===== src/rtl/fetch_pkg.sv =====
// Shared types and defaults for the fetch stage.
package fetch_pkg;

  localparam int unsigned DEF_A     = 10;
  localparam int unsigned DEF_W     = 9;
  localparam int unsigned DEF_OFS_W = 8;

  localparam logic [DEF_W-1:0] DEF_HALT_WORD = 9'h1FF;

  typedef enum logic [1:0] {
    IDLE,
    RUN,
    HALTED
  } fetch_state_t;

  // Default-width next-PC rule: branch target when taken, otherwise sequential.
  function automatic logic [DEF_A-1:0] next_pc(
    input logic [DEF_A-1:0]     pc,
    input logic                 branch_en,
    input logic                 rel,
    input logic [DEF_A-1:0]     target,
    input logic [DEF_OFS_W-1:0] offset
  );
    logic [DEF_A-1:0] ofs_ext;
    ofs_ext = DEF_A'($signed(offset));
    if (!branch_en) return pc + DEF_A'(1);
    return rel ? (pc + ofs_ext) : target;
  endfunction

endpackage


===== src/rtl/fetch_unit_pc_next_calc.sv =====
// Combinational next-PC: sequential increment or absolute/relative branch target.
module pc_next_calc
  import fetch_pkg::*;
#(
  parameter int unsigned A     = DEF_A,
  parameter int unsigned OFS_W = DEF_OFS_W
) (
  input  logic [A-1:0]     pc,
  input  logic             branch_en,
  input  logic             branch_rel,
  input  logic [A-1:0]     target,
  input  logic [OFS_W-1:0] offset,
  output logic [A-1:0]     pc_next
);

  logic [A-1:0] ofs_ext;

  always_comb begin
    ofs_ext = A'($signed(offset));
    pc_next = pc + A'(1);
    if (branch_en) begin
      pc_next = branch_rel ? (pc + ofs_ext) : target;
    end
  end

endmodule


===== src/rtl/fetch_unit.sv =====
// PC/fetch stage feeding a combinational instruction ROM; registers the word into IR.
// Optional FETCH_COUNT_EN adds a saturating FetchCount of live fetches.
module fetch_unit
  import fetch_pkg::*;
#(
  parameter int unsigned   A         = DEF_A,
  parameter int unsigned   W         = DEF_W,
  parameter int unsigned   OFS_W     = DEF_OFS_W,
  parameter logic [W-1:0]  HALT_WORD = W'(DEF_HALT_WORD)
) (
  input  logic             Clk,
  input  logic             Reset,
  input  logic             Start,
  input  logic             Stall,
  input  logic             BranchEn,
  input  logic             BranchRel,
  input  logic [A-1:0]     Target,
  input  logic [OFS_W-1:0] Offset,
  input  logic [W-1:0]     InstIn,
  output logic [A-1:0]     InstAddress,
  output logic [W-1:0]     InstReg,
  output logic             InstValid,
  output logic [A-1:0]     PcOut,
  output logic             Done
`ifdef FETCH_COUNT_EN
  ,
  output logic [15:0]      FetchCount
`endif
);

  fetch_state_t   state_q, state_d;
  logic [A-1:0]   pc_q, pc_d;
  logic [W-1:0]   ir_q, ir_d;
  logic [A-1:0]   pc_out_q, pc_out_d;
  logic           valid_q, valid_d;
  logic           done_q, done_d;
  logic           armed_q, armed_d;
  logic           start_ok;
  logic [A-1:0]   pc_nxt;
`ifdef FETCH_COUNT_EN
  logic [15:0]    cnt_q, cnt_d;
`endif

  pc_next_calc #(
    .A     (A),
    .OFS_W (OFS_W)
  ) u_pc_next_calc (
    .pc         (pc_q),
    .branch_en  (BranchEn),
    .branch_rel (BranchRel),
    .target     (Target),
    .offset     (Offset),
    .pc_next    (pc_nxt)
  );

  always_comb begin
    state_d  = state_q;
    pc_d     = pc_q;
    ir_d     = ir_q;
    pc_out_d = pc_out_q;
    valid_d  = valid_q;
    done_d   = done_q;
    armed_d  = 1'b1;
`ifdef FETCH_COUNT_EN
    cnt_d    = cnt_q;
`endif
    // armed_q stays low for the first edge after reset so a Start coincident with release is dropped
    start_ok = Start && armed_q;

    unique case (state_q)
      IDLE: begin
        if (start_ok) begin
          state_d = RUN;
          pc_d    = '0;
`ifdef FETCH_COUNT_EN
          cnt_d   = '0;
`endif
        end
      end
      RUN: begin
        if (BranchEn) begin
          pc_d    = pc_nxt;
          valid_d = 1'b0;
        end else if (!Stall) begin
          ir_d     = InstIn;
          pc_out_d = pc_q;
          if (InstIn == HALT_WORD) begin
            valid_d = 1'b0;
            done_d  = 1'b1;
            state_d = HALTED;
          end else begin
            valid_d = 1'b1;
            pc_d    = pc_nxt;
`ifdef FETCH_COUNT_EN
            if (cnt_q != '1) cnt_d = cnt_q + 16'd1;
`endif
          end
        end
      end
      HALTED: begin
        if (start_ok) begin
          state_d = RUN;
          pc_d    = '0;
          done_d  = 1'b0;
          valid_d = 1'b0;
`ifdef FETCH_COUNT_EN
          cnt_d   = '0;
`endif
        end
      end
      default: state_d = IDLE;
    endcase
  end

  always_ff @(posedge Clk or negedge Reset) begin
    if (!Reset) begin
      state_q  <= IDLE;
      pc_q     <= '0;
      ir_q     <= '0;
      pc_out_q <= '0;
      valid_q  <= 1'b0;
      done_q   <= 1'b0;
      armed_q  <= 1'b0;
`ifdef FETCH_COUNT_EN
      cnt_q    <= '0;
`endif
    end else begin
      state_q  <= state_d;
      pc_q     <= pc_d;
      ir_q     <= ir_d;
      pc_out_q <= pc_out_d;
      valid_q  <= valid_d;
      done_q   <= done_d;
      armed_q  <= armed_d;
`ifdef FETCH_COUNT_EN
      cnt_q    <= cnt_d;
`endif
    end
  end

  assign InstAddress = pc_q;
  assign InstReg     = ir_q;
  assign InstValid   = valid_q;
  assign PcOut       = pc_out_q;
  assign Done        = done_q;
`ifdef FETCH_COUNT_EN
  assign FetchCount  = cnt_q;
`endif

endmodule


===== config.mk =====
export PLATFORM = sky130hd
export DESIGN_NAME = fetch_unit
export DESIGN_NICKNAME = d
export VERILOG_FILES = /design/src/rtl/fetch_pkg.sv /design/src/rtl/fetch_unit_pc_next_calc.sv /design/src/rtl/fetch_unit.sv
export SDC_FILE = /design/constraint.sdc
export NUM_CORES = 1
export LEC_CHECK = 0
export CORE_UTILIZATION = 45
export DETAILED_ROUTE_END_ITERATION = 7
export HOLD_SLACK_MARGIN = 0.08
export MAX_ROUTING_LAYER = met4
export PLACE_DENSITY_LB_ADDON = 0.05
export SLEW_MARGIN = 20
export SYNTH_ARGS = -nofsm -noshare
export SYNTH_HDL_FRONTEND = slang
export SYNTH_SLANG_ARGS = --single-unit

===== constraint.sdc =====
create_clock -name Clk -period 2.6 [get_ports Clk]
set_input_delay 0.78 -clock Clk [delete_from_list [all_inputs] [get_ports Clk]]
set_output_delay 0.78 -clock Clk [all_outputs]
set_load 0.005 [all_outputs]

==> results_dict.tcl <==
set metrics [dict create \
    place_hpwl_um 3960 \
    fillerInstances 359 \
    clk_path_buf_depth 2 \
    final_nets 339 \
    ys.flop_type "dfrtp_1" \
    p_leak_nw 1.35 \
    switching_power_mw 0.857 \
    holdPathStages 1 \
    initial_core_util_pct 46.9 \
    critical-path-max-stage-delay_ns 0.40 \
    final_area_um2 3060 \
    layout.cells.non_filler 348 \
    p_sw_share_pct 33.5 \
    clock_sinks 34 \
    postCtsSetupBuffers 0 \
    synth-edff-count 0 \
    drc 0 \
    rows 24 \
    criticalPathCategory "primary input to flop" \
    io_pins 64 \
    core_um2 4380 \
    ff2ff_path_depth 9 \
    arrival_ns 2.66 \
    yosysWarnings 0 \
    critical_path.slowest_cell "clkdlybuf4s50_1" \
    antenna_cells 0 \
    cts_tree "yes" \
    rrSetupSlack_ns 0.38 \
    wl_per_cell_um 14.7 \
    drt_first_pass_iters 4 \
    fin_crit_ns 2.49 \
    synth_top_area_share_pct 41.4 \
    syn-cell-area_um2 2050 \
    crit_path_cell_trace "clkdlybuf4s50_1 -> ha_1 -> a21oi_1 -> o211ai_1 -> buf_4 -> xor2_1 -> mux2i_1 -> nor2_1 -> a221o_1" \
    slew_headroom_pct 48.1 \
    hold_end "InstReg[8]$_DFFE_PN0P_" \
    hold_class "flop to flop" \
    cp_data_required_time_ns 2.77 \
    dieArea_um2 4840 \
    path_delay_family "compound AO/OA/AOI/OAI gates" \
    crit_path_start_kind "primary input" \
    drive_gt1_share_pct 25.0 \
    cap_violations 0 \
    yosys.area.top_type "dfrtp_1" \
    syn_inst 201 \
    critPathMaxFanout 4 \
    fmax_ghz 0.401 \
    postRouteAntennaNets 0 \
    internal_power_mw 1.70 \
    multi_input_area_um2 1160 \
    rsz0062_at_grt "no" \
    yosysSeqAreaShare_pct 41.4 \
    power.share.combinational_pct 51.3 \
    power_mw 2.56 \
    grt_pass1_wl_um 8780 \
    grt_use_total_pct 23.3 \
    synthDistinctLibCells 48 \
    grt.overflow.total 0 \
    r2r-end "InstAddress[8]$_DFFE_PN0P_" \
    synth_area_leaders "dfrtp_1 (41%), mux2_2 (11%), ha_1 (6.1%)" \
    syn_nets 245 \
    fin_skew_ns 0.00486 \
    pwr-share-clk_pct 15.9 \
    dr_total_vias 1886 \
    p_per_area_nw_per_um2 835 \
    min_from "InstReg[8]$_DFFE_PN0P_" \
    tightestPinTransition_ns 0.779 \
    chipWidth_um 69.6 \
    die_h_um 69.6 \
    port_buffers 63 \
    clkTransAtPathRegs_ns 0.07 \
    vias_per_cell 5.42 \
    numCtsBuffers 5 \
    endpoint_kind "flop" \
    gp_congestion 0.843 \
    syn_area_per_cell_um2 10.2 \
    area_growth_pct 49.0 \
    path_buf_inv 2 \
    grt_pass1_vias 1895 \
    ctsHtreeMaxLevel 2 \
    seq_area_um2 851 \
    grt_antenna_before_repair 0 \
    dpl_cell_area_um2 2940 \
    fin_util_pct 69.8 \
    hold_buffers 0 \
    drv_slew 0 \
    async_flop_share_pct 100 \
    hold_viol 0 \
    irDropWorstVdd_mv 0.477 \
    drt_wl_total_um 5100 \
    drtIter0Drc 96 \
    grt_max_degree 35 \
    yosys_register_bits 34 \
    outcome "completed" \
    cts_root_buffer "clkbuf_8" \
    setup-tns-final_ns 0 \
    r2r_start "InstAddress[0]$_DFFE_PN0P_" \
    clk_latency_ns 0.28 \
    seq_power_share_pct 32.8 \
    setup_violations 0 \
    place_inst 340 \
    fin_crit_sh_pct 95.9 \
]
## timing repair
item	4_1_cts	5_1_grt
pin swaps	1	6
gates resized for setup	1	11
setup endpoints to repair	1	2
endpoints found under the hold margin	0	0
## cell usage after synthesis, types with 2 or more instances
cell type  number
clkbuf_1        2
mux2_2         20
nand2_1        13
nor2_1         11
a221oi_1        2
buf_2           3
dfrtp_1        34
mux2i_1         7
a211oi_1        2
a221o_1         2
o21ai_0         9
o211ai_1        2
a21oi_1        15
xor2_1          4
and3_1          2
nand3_1        11
nor3_1          6
o221ai_1        2
inv_1           8
and2_1          2
ha_1           10
nand4_1         3
a21o_1          3
xnor2_1         4
## placed cells by master, fill, tap and decap left out, types with 2 or more instances in the layout
cell,count
a211oi_1,2
a21o_1,3
a21oi_1,14
a221o_1,2
and3_1,2
buf_4,31
clkbuf_8,6
clkdlybuf4s50_1,60
dfrtp_1,34
dlymetal6s2s_1,2
ha_1,9
inv_1,6
inv_2,2
mux2_2,20
mux2i_1,7
nand2_1,13
nand3_1,11
nand4_1,3
nor2_1,11
nor3_1,5
o211ai_1,2
o21ai_0,9
o221ai_1,2
xnor2_1,4
xor2_1,4
## power by group through the flow
stage	Clock [mW]	Sequential (mW)	Combinational (mW)
CTS	0.419	0.839	1.29
global placement	0	0.843	1.27
detailed placement	0	0.849	1.28
global route	0.433	0.867	1.44
finish	0.407	0.839	1.31
floorplan	0	0.852	0.590
## worst max path at each step
stage / from / end / slack, ns / cells past startpoint
finish: Offset[4] / InstAddress[5]$_DFFE_PN0P_ / 0.11 / 9
global route: Offset[6] / InstAddress[9]$_DFFE_PN0P_ / 0.03 / 8
CTS: Offset[0] / InstAddress[8]$_DFFE_PN0P_ / 0.05 / 10
detailed placement: Offset[0] / InstAddress[8]$_DFFE_PN0P_ / -0.34 / 10
global placement: Offset[0] / InstAddress[8]$_DFFE_PN0P_ / -0.27 / 10
floorplan: Offset[6] / InstAddress[9]$_DFFE_PN0P_ / 0.26 / 7
## layout make-up
cell class | instances | area share [%]
repair buffers | 94 | 28.2
clock inverters | 1 | 0.164
inverters | 8 | 0.981
multi-input cells | 152 | 37.9
flip-flops and latches | 34 | 27.8
clock buffers | 7 | 2.82
well taps | 52 | 2.13
## through the flow
stage,setup slack (ns),hold WS (ns)
after floorplan,0.257,0.477
after global placement,-0.274,0.489
after detailed placement,-0.338,0.495
after CTS,0.0521,0.510
after global routing,0.0317,0.524
final,0.107,0.505
## metal layers
layer / GRT usage (%) / part of all wire [%] / vias to the layer above
met3: 3.78 / 3.9 / 9
met5: - / 0 / -
met2: 36.9 / 46 / 51
li1: - / - / 932
met1: 31.2 / 49 / 894
met4: 6.12 / 1.2 / 0
## flip-flops by register name, indices dropped and copies added, names as in the netlist
signal / flops
armed_q: 1
InstValid: 1
InstReg: 9
InstAddress: 10
Done: 1
PcOut: 10
state_q: 2
## cell families (layout without fill, tap and decap cells)
group	count (synthesis)	in the layout	share of synthesized area [%]
mux	27	27	14.4
xor+xnor	8	8	3.41
fa+ha+maj	11	11	7.06
compound gates	50	50	16.6
other cells	1	1	0.183
buf+inv	15	110	3.78
simple gates	55	55	13.2
flops	34	34	41.4
No activity file was read; power rests on OpenSTA's default activity.
